`config.mk`:
```
export PLATFORM = sky130hd
export DESIGN_NAME = wb_backdoor_bridge
export DESIGN_NICKNAME = d
export VERILOG_FILES = /design/src/rtl/wb_backdoor_bridge.sv
export SDC_FILE = /design/constraint.sdc
export NUM_CORES = 1
export LEC_CHECK = 0
export BUFFER_PORTS_ARGS = -buffer_cell sky130_fd_sc_hd__buf_4
export CAP_MARGIN = 20
export CELL_PAD_IN_SITES_DETAIL_PLACEMENT = 1
export CELL_PAD_IN_SITES_GLOBAL_PLACEMENT = 1
export CORE_MARGIN = 10
export CORE_UTILIZATION = 36
export DETAILED_ROUTE_END_ITERATION = 7
export GPL_ROUTABILITY_DRIVEN = 0
export PLACE_DENSITY = 0.94
export SETUP_SLACK_MARGIN = 0.15
export SKIP_LAST_GASP = 1
export SLEW_MARGIN = 20
export SYNTH_ARGS = -nofsm -noshare
export SYNTH_HDL_FRONTEND = slang
export SYNTH_SLANG_ARGS = --single-unit
```
`constraint.sdc`:
```
create_clock -name clock -period 5.4 [get_ports clock]
set_input_delay 1.35 -clock clock [delete_from_list [all_inputs] [get_ports clock]]
set_output_delay 1.35 -clock clock [all_outputs]
set_load 0.05 [all_outputs]
```
`src/rtl/wb_backdoor_bridge.sv`:
```
// Registered Wishbone bridge from the host bus to the ROM/RAM backdoor ports,
// with a per-access timeout, error responses and a small CPU control CSR bank.
module wb_backdoor_bridge #(
  parameter int NUM_ROMS = 1,
  parameter int NUM_RAMS = 2,
  parameter int TIMEOUT  = 15
) (
  input  logic                  clock,
  input  logic                  reset,
  input  logic [31:0]           wb_data_i,
  input  logic [31:0]           wb_addr_i,
  input  logic                  wb_cyc_i,
  input  logic                  wb_strobe_i,
  input  logic                  wb_we_i,
  output logic [31:0]           wb_data_o,
  output logic                  wb_ack_o,
  output logic                  wb_err_o,
  output logic [31:0]           slv_data_o,
  output logic [31:0]           slv_addr_o,
  output logic                  slv_we_o,
  output logic                  slv_cyc_o,
  output logic [NUM_ROMS-1:0]   rom_strobe_o,
  input  logic [32*NUM_ROMS-1:0] rom_data_i,
  input  logic [NUM_ROMS-1:0]   rom_ack_i,
  output logic [NUM_RAMS-1:0]   ram_strobe_o,
  input  logic [32*NUM_RAMS-1:0] ram_data_i,
  input  logic [NUM_RAMS-1:0]   ram_ack_i,
  input  logic [4*NUM_RAMS-1:0] ram_out_i,
  output logic [4*NUM_ROMS-1:0] rom_in_o,
  output logic                  cpu_halt_o,
  output logic                  cpu_reset_o
);

  typedef enum logic [2:0] {S_IDLE, S_FWD, S_CSR, S_ERR, S_RESP} state_t;

  state_t state_reg, state_next;

  logic [31:0]           slv_data_reg, slv_addr_reg, wb_data_reg;
  logic                  slv_we_reg, sel_ram_reg;
  logic [2:0]            sel_idx_reg;
  logic [7:0]            wait_cnt_reg, timeout_cnt_reg, err_cnt_reg;
  logic                  halt_reg, cpu_reset_reg;
  logic [4*NUM_ROMS-1:0] rom_in_reg;

  logic        req, dec_fwd, dec_csr, dec_rom_ok, dec_ram_ok;
  logic [1:0]  region;
  logic [2:0]  dec_idx;
  logic [31:0] csr_rdata, sel_data;
  logic        sel_ack, timeout_hit, fwd_active;

  // Address decode of the incoming host request
  assign req        = wb_cyc_i & wb_strobe_i;
  assign region     = wb_addr_i[17:16];
  assign dec_rom_ok = (region == 2'd0) && ({28'd0, wb_addr_i[13:10]} < 32'(NUM_ROMS));
  assign dec_ram_ok = (region == 2'd1) && ({28'd0, wb_addr_i[12:9]} < 32'(NUM_RAMS));
  assign dec_fwd    = dec_rom_ok | dec_ram_ok;
  assign dec_csr    = (region == 2'd2);
  assign dec_idx    = (region == 2'd0) ? wb_addr_i[12:10] : wb_addr_i[11:9];

  always_comb begin
    csr_rdata = 32'd0;
    case (wb_addr_i[3:2])
      2'd0:    csr_rdata = {30'd0, cpu_reset_reg, halt_reg};
      2'd1:    csr_rdata = 32'(rom_in_reg);
      2'd2:    csr_rdata = 32'(ram_out_i);
      default: csr_rdata = {16'd0, err_cnt_reg, timeout_cnt_reg};
    endcase
  end

  // Per-slave strobes; acks and data from unselected slaves are masked out
  generate
    for (genvar gi = 0; gi < NUM_ROMS; gi++) begin : g_rom
      assign rom_strobe_o[gi] = fwd_active && !sel_ram_reg && (sel_idx_reg == 3'(gi));
    end
    for (genvar gi = 0; gi < NUM_RAMS; gi++) begin : g_ram
      assign ram_strobe_o[gi] = fwd_active && sel_ram_reg && (sel_idx_reg == 3'(gi));
    end
  endgenerate

  assign sel_ack     = (|(rom_strobe_o & rom_ack_i)) | (|(ram_strobe_o & ram_ack_i));
  assign timeout_hit = (wait_cnt_reg == 8'(TIMEOUT - 1));

  always_comb begin
    sel_data = 32'd0;
    for (int k = 0; k < NUM_ROMS; k++)
      if (rom_strobe_o[k]) sel_data = sel_data | rom_data_i[32*k +: 32];
    for (int k = 0; k < NUM_RAMS; k++)
      if (ram_strobe_o[k]) sel_data = sel_data | ram_data_i[32*k +: 32];
  end

  always_ff @(posedge clock) begin
    if (reset) state_reg <= S_IDLE;
    else       state_reg <= state_next;
  end

  always_comb begin
    state_next = state_reg;
    case (state_reg)
      S_IDLE: begin
        if (req) begin
          if (dec_fwd)      state_next = S_FWD;
          else if (dec_csr) state_next = S_CSR;
          else              state_next = S_ERR;
        end
      end
      S_FWD: begin
        if (!wb_cyc_i)        state_next = S_IDLE;
        else if (sel_ack)     state_next = S_RESP;
        else if (timeout_hit) state_next = S_ERR;
      end
      default: state_next = S_IDLE;
    endcase
  end

  always_comb begin
    fwd_active = (state_reg == S_FWD);
    slv_cyc_o  = (state_reg == S_FWD);
    wb_ack_o   = (state_reg == S_RESP) || (state_reg == S_CSR);
    wb_err_o   = (state_reg == S_ERR);
  end

  // CSR accesses complete at the accept edge so the ack can follow one cycle later
  always_ff @(posedge clock) begin
    if (reset) begin
      slv_data_reg    <= 32'd0;
      slv_addr_reg    <= 32'd0;
      slv_we_reg      <= 1'b0;
      sel_ram_reg     <= 1'b0;
      sel_idx_reg     <= 3'd0;
      wait_cnt_reg    <= 8'd0;
      timeout_cnt_reg <= 8'd0;
      err_cnt_reg     <= 8'd0;
      wb_data_reg     <= 32'd0;
      halt_reg        <= 1'b0;
      cpu_reset_reg   <= 1'b1;
      rom_in_reg      <= '0;
    end else begin
      case (state_reg)
        S_IDLE: begin
          if (req) begin
            slv_data_reg <= wb_data_i;
            slv_addr_reg <= wb_addr_i;
            slv_we_reg   <= wb_we_i;
            sel_ram_reg  <= (region == 2'd1);
            sel_idx_reg  <= dec_idx;
            wait_cnt_reg <= 8'd0;
            if (dec_csr) begin
              wb_data_reg <= csr_rdata;
              if (wb_we_i) begin
                case (wb_addr_i[3:2])
                  2'd0: begin
                    halt_reg      <= wb_data_i[0];
                    cpu_reset_reg <= wb_data_i[1];
                  end
                  2'd1: rom_in_reg <= wb_data_i[4*NUM_ROMS-1:0];
                  2'd3: begin
                    timeout_cnt_reg <= 8'd0;
                    err_cnt_reg     <= 8'd0;
                  end
                  default: ;
                endcase
              end
            end else if (!dec_fwd) begin
              wb_data_reg <= 32'd0;
            end
          end
        end
        S_FWD: begin
          if (wb_cyc_i) begin
            wait_cnt_reg <= wait_cnt_reg + 8'd1;
            if (sel_ack) begin
              wb_data_reg <= sel_data;
            end else if (timeout_hit) begin
              wb_data_reg <= 32'd0;
              if (timeout_cnt_reg != 8'hFF) timeout_cnt_reg <= timeout_cnt_reg + 8'd1;
            end
          end
        end
        S_ERR: begin
          if (err_cnt_reg != 8'hFF) err_cnt_reg <= err_cnt_reg + 8'd1;
        end
        default: ;
      endcase
    end
  end

  assign wb_data_o   = wb_data_reg;
  assign slv_data_o  = slv_data_reg;
  assign slv_addr_o  = slv_addr_reg;
  assign slv_we_o    = slv_we_reg;
  assign rom_in_o    = rom_in_reg;
  assign cpu_halt_o  = halt_reg;
  assign cpu_reset_o = cpu_reset_reg;

endmodule

```
Word level (Yosys, flattened, before mapping)
Cells that the tools add are included.

storage, ports and cells
  bits in registers = 134
  input bits = 176
  output and inout port bits = 109
  logic and storage cells = 107

cells by class
  $add $sub $neg = 3
  $lt $le $gt $ge = 2
  equality and inequality tests = 25
  mux-type cells = 33
  bitwise gates (word level) = 7
  reduce and logical (&&, ||, !) cells = 24

operator list
  cell                                                   count
  two-way mux 32 bit                                     9
  two-way mux 8 bit                                      11
  bitwise OR 32 bit                                      2
  one-hot mux 32 bit (2 select lines)                    1
  one-hot mux 16 bit (3 select lines)                    1
  one-hot mux 8 bit (2 select lines)                     3
  adder 8 x 1 -> 8 bit, second input constant            3
  inequality test 8 bit, second input constant           2
  two-way mux 3 bit                                      5
  AND reduction 5 bit                                    3
  inequality test 2 bit, second input constant           6
  AND reduction 9 bit                                    1
  equality test 8 x 4 -> 1 bit, second input constant    1
  logical AND 1 bit                                      7
  equality test 2 bit, second input constant             3
  equality test 3 x 1 -> 1 bit, second input constant    2
  equality test 3 x 2 -> 1 bit, second input constant    2
  logical NOT 3 bit                                      2
  inequality test 2 x 1 -> 1 bit, second input constant  3
  inequality test 3 bit, second input constant           2
  one-hot mux 3 bit (2 select lines)                     1
  AND reduction 6 bit                                    1
  equality test 2 x 1 -> 1 bit, second input constant    2
  logical NOT 2 bit                                      2
  other kinds (15)                                       19

Logic depth before layout (Yosys ltp)
  word-level depth = 11
  depth in mapped cells = 9
  gate-level depth less buffers = 6

Worst setup path before layout
OpenSTA, ideal clock, no wires.

  path type = flip-flop to output port
  from = register state_reg[1]
  to = output port ram_strobe_o[0]
  arrival time = 2.502 ns
  required time = 4.050 ns
  path slack = 1.548 ns
  stages on the path, launching flop included = 6
  path buffers = 2
  path through = dfxtp_1 or3b_1 buf_2 or3_1 buf_6 nor3b_1

on the way
  cells in the longest elaborated chain, start to end = 3

RTL lines
  item                            line  text
  start: declaration              36    state_t state_reg, state_next;
  start signal: assignment        93    else state_reg <= state_next;
  equality test 3 x 1 -> 1 bit    116   fwd_active = (state_reg == S_FWD);
  logical AND 1 bit (2 in a row)  76    assign ram_strobe_o[gi] = fwd_active && sel_ram_reg && (sel_idx_reg == 3'(gi));
  end: declaration                25    output logic [NUM_RAMS-1:0] ram_strobe_o,

Every way passes these cells.

Worst setup path in the final report
  from = register state_reg[0]
  to = output port ram_strobe_o[0]

The elaborated chain is that of the path after synthesis.

==> impl_metrics.tcl <==
set metrics [dict create \
    cp-start-kind "register" \
    clock_latency_ns 0.42 \
    track_usage_pct 21.1 \
    wl_um 26200 \
    grt_setup_unrepaired "no" \
    fin_util_pct 51.8 \
    dp_hpwl_um 19800 \
    n_antenna_cell 0 \
    maxSlewViolCount 0 \
    ant_nets 0 \
    cp-end-kind "primary output" \
    die_y_um 154 \
    p_leak_nw 3.78 \
    mostFrequentLayoutCells "buf_4, nand2_1, dfxtp_1" \
    fin_hold_ws_ns 0.456 \
    h-tree-depth 4 \
    critPathMaxFanout 11 \
    r2r_cells 5 \
    mostFrequentLayoutCell "buf_4" \
    dpl_cell_area_um2 8640 \
    holdPathStages 2 \
    port_buffers 284 \
    grt_pass1_vias 7209 \
    post_layout_nonfiller_instances 1274 \
    maxCapViolations 0 \
    timing.critical_path.from "state_reg[0]" \
    async_reset_ff_share_pct 0 \
    clock_sinks 134 \
    crit_chain "or3b_1 -> or3_1 -> nor3b_1 -> buf_4" \
    dp_slack_ns 1.86 \
    hold_class "register to register" \
    timing.final.ws_setup_ns 1.49 \
    vias_per_cell 5.31 \
    fin_crit_ns 3.91 \
    clk_pin_slew_ns 0.06 \
    finalHoldViolCount 0 \
    relSlewSlack_pct 29.7 \
    ys_seq_area_share_pct 41.4 \
    holdCritStartpoint "slv_addr_o[28]" \
    netlist_area_um2 6480 \
    drtPass1Iterations 4 \
    finish.net_count 1212 \
    ys_types 62 \
    clk_path_buf_depth 2 \
    core_um2 17800 \
    power_density_nw_per_um2 331 \
    dominantRegCellSynth "dfxtp_1" \
    power_mw 3.06 \
    cts-root-buf "clkbuf_16" \
    fmax_mhz 256 \
    dieArea_um2 23800 \
    grt_pass1_wl_um 40600 \
    start_util_pct 36.3 \
    crit_path_top_delay_cell "or3_1" \
    fin_area_um2 9250 \
    critPathKind "register to primary output" \
    antenna_found_initial 0 \
    tritoncts "done" \
    drt_iter0_drc 255 \
    finalSetupTns_ns 0 \
    wl_per_cell_um 20.5 \
    syn-num-nets 961 \
    cp.required_ns 4.05 \
    setup_viol 0 \
    grt_overflow 0 \
    dp_cells 1242 \
    outcome "finished, final reports clean" \
    reg2reg_from "state_reg[0]" \
    vias 6767 \
    arrival_ns 2.56 \
    fp.dieW_um 154 \
    cpPeakStageDelay_ns 0.58 \
    ys_warn_count 0 \
    drcViolationCount 0 \
    ios 285 \
    synth-seq-cells 134 \
    post_cts_resized 0 \
    finalClockSkew_ns 0.00681 \
    hold_buffers 0 \
    worstMarginPinSlew_ns 1.05 \
    final_layout_size_suffix_gt1_share_pct 35.0 \
    numCtsBuffers 17 \
    area_growth_pct 42.7 \
    synth-edff-count 0 \
    cts_setup_buffers 0 \
    grt_max_degree 71 \
    synthCells 781 \
    vdd_ir_drop_max_uv 215 \
    rows 49 \
    avgSynthCellArea_um2 8.30 \
    post-route-period-util_pct 72.4 \
]
## cell usage after synthesis (8+ instances only)
| master | number | area share (%) |
|---|---|---|
| nor3_1 | 10 | 0.77 |
| a21oi_1 | 123 | 9.5 |
| clkbuf_1 | 36 | 2.1 |
| nand2_1 | 179 | 10 |
| mux2i_1 | 48 | 7.4 |
| o32ai_2 | 9 | 2.3 |
| nand3_1 | 9 | 0.69 |
| nor2_1 | 57 | 3.3 |
| inv_1 | 15 | 0.87 |
| xnor2_1 | 8 | 1.1 |
| dfxtp_1 | 134 | 41 |
| o21ai_0 | 22 | 1.7 |
| a211oi_2 | 14 | 2.7 |
## cells by family after synthesis
| family | after synthesis | synth area share (%) |
|---|---|---|
| simple gates | 301 | 20.8 |
| mux | 52 | 8.46 |
| fa+ha+maj | 4 | 0.772 |
| compound gates | 203 | 21.1 |
| buf+inv | 74 | 5.73 |
| flops | 134 | 41.4 |
| xor+xnor | 13 | 1.76 |
## metal layers
metal / GRT usage (%) / wire length, µm / vias up / part of all wire [%]
li1: - / - / 3211 / -
met2: 36.7 / 13200 / 235 / 50
met5: 0 / 0 / - / 0
met1: 23.4 / 10400 / 3302 / 40
met3: 8.60 / 2280 / 19 / 8.7
met4: 4.90 / 312 / 0 / 1.2
## power breakdown
part	total (mW)	internal, mW	switching, mW
clock	1.18	0.705	0.477
sequential	1.09	1.05	0.0389
combinational	0.788	0.271	0.517
total	3.06	2.03	1.03
## final cells by class
type	instances	area, µm²
Fill cell	2152	8590
Multi-Input combinational cell	573	3440
Sequential cell	134	2680
Timing Repair Buffer	290	2180
Clock buffer	18	439
Tap cell	229	287
Clock inverter	14	165
Inverter	16	60.1
## path summary, 6_finish.rpt
kind,endpoint,slack (ns)
setup reg to reg,wb_data_o[19],2.36
hold / removal,slv_addr_o[28],0.46
hold reg to reg,slv_addr_o[28],0.46
setup / recovery,ram_strobe_o[0],1.49
## worst max-delay path, delay by kind of cell (launching register included)
family / cells / cell delay (ns)
buffers and inverters: 1 / 0.23
flip-flops: 1 / 0.51
AND/OR/NAND/NOR: 3 / 1.40
(Power assumes the default switching activity.)
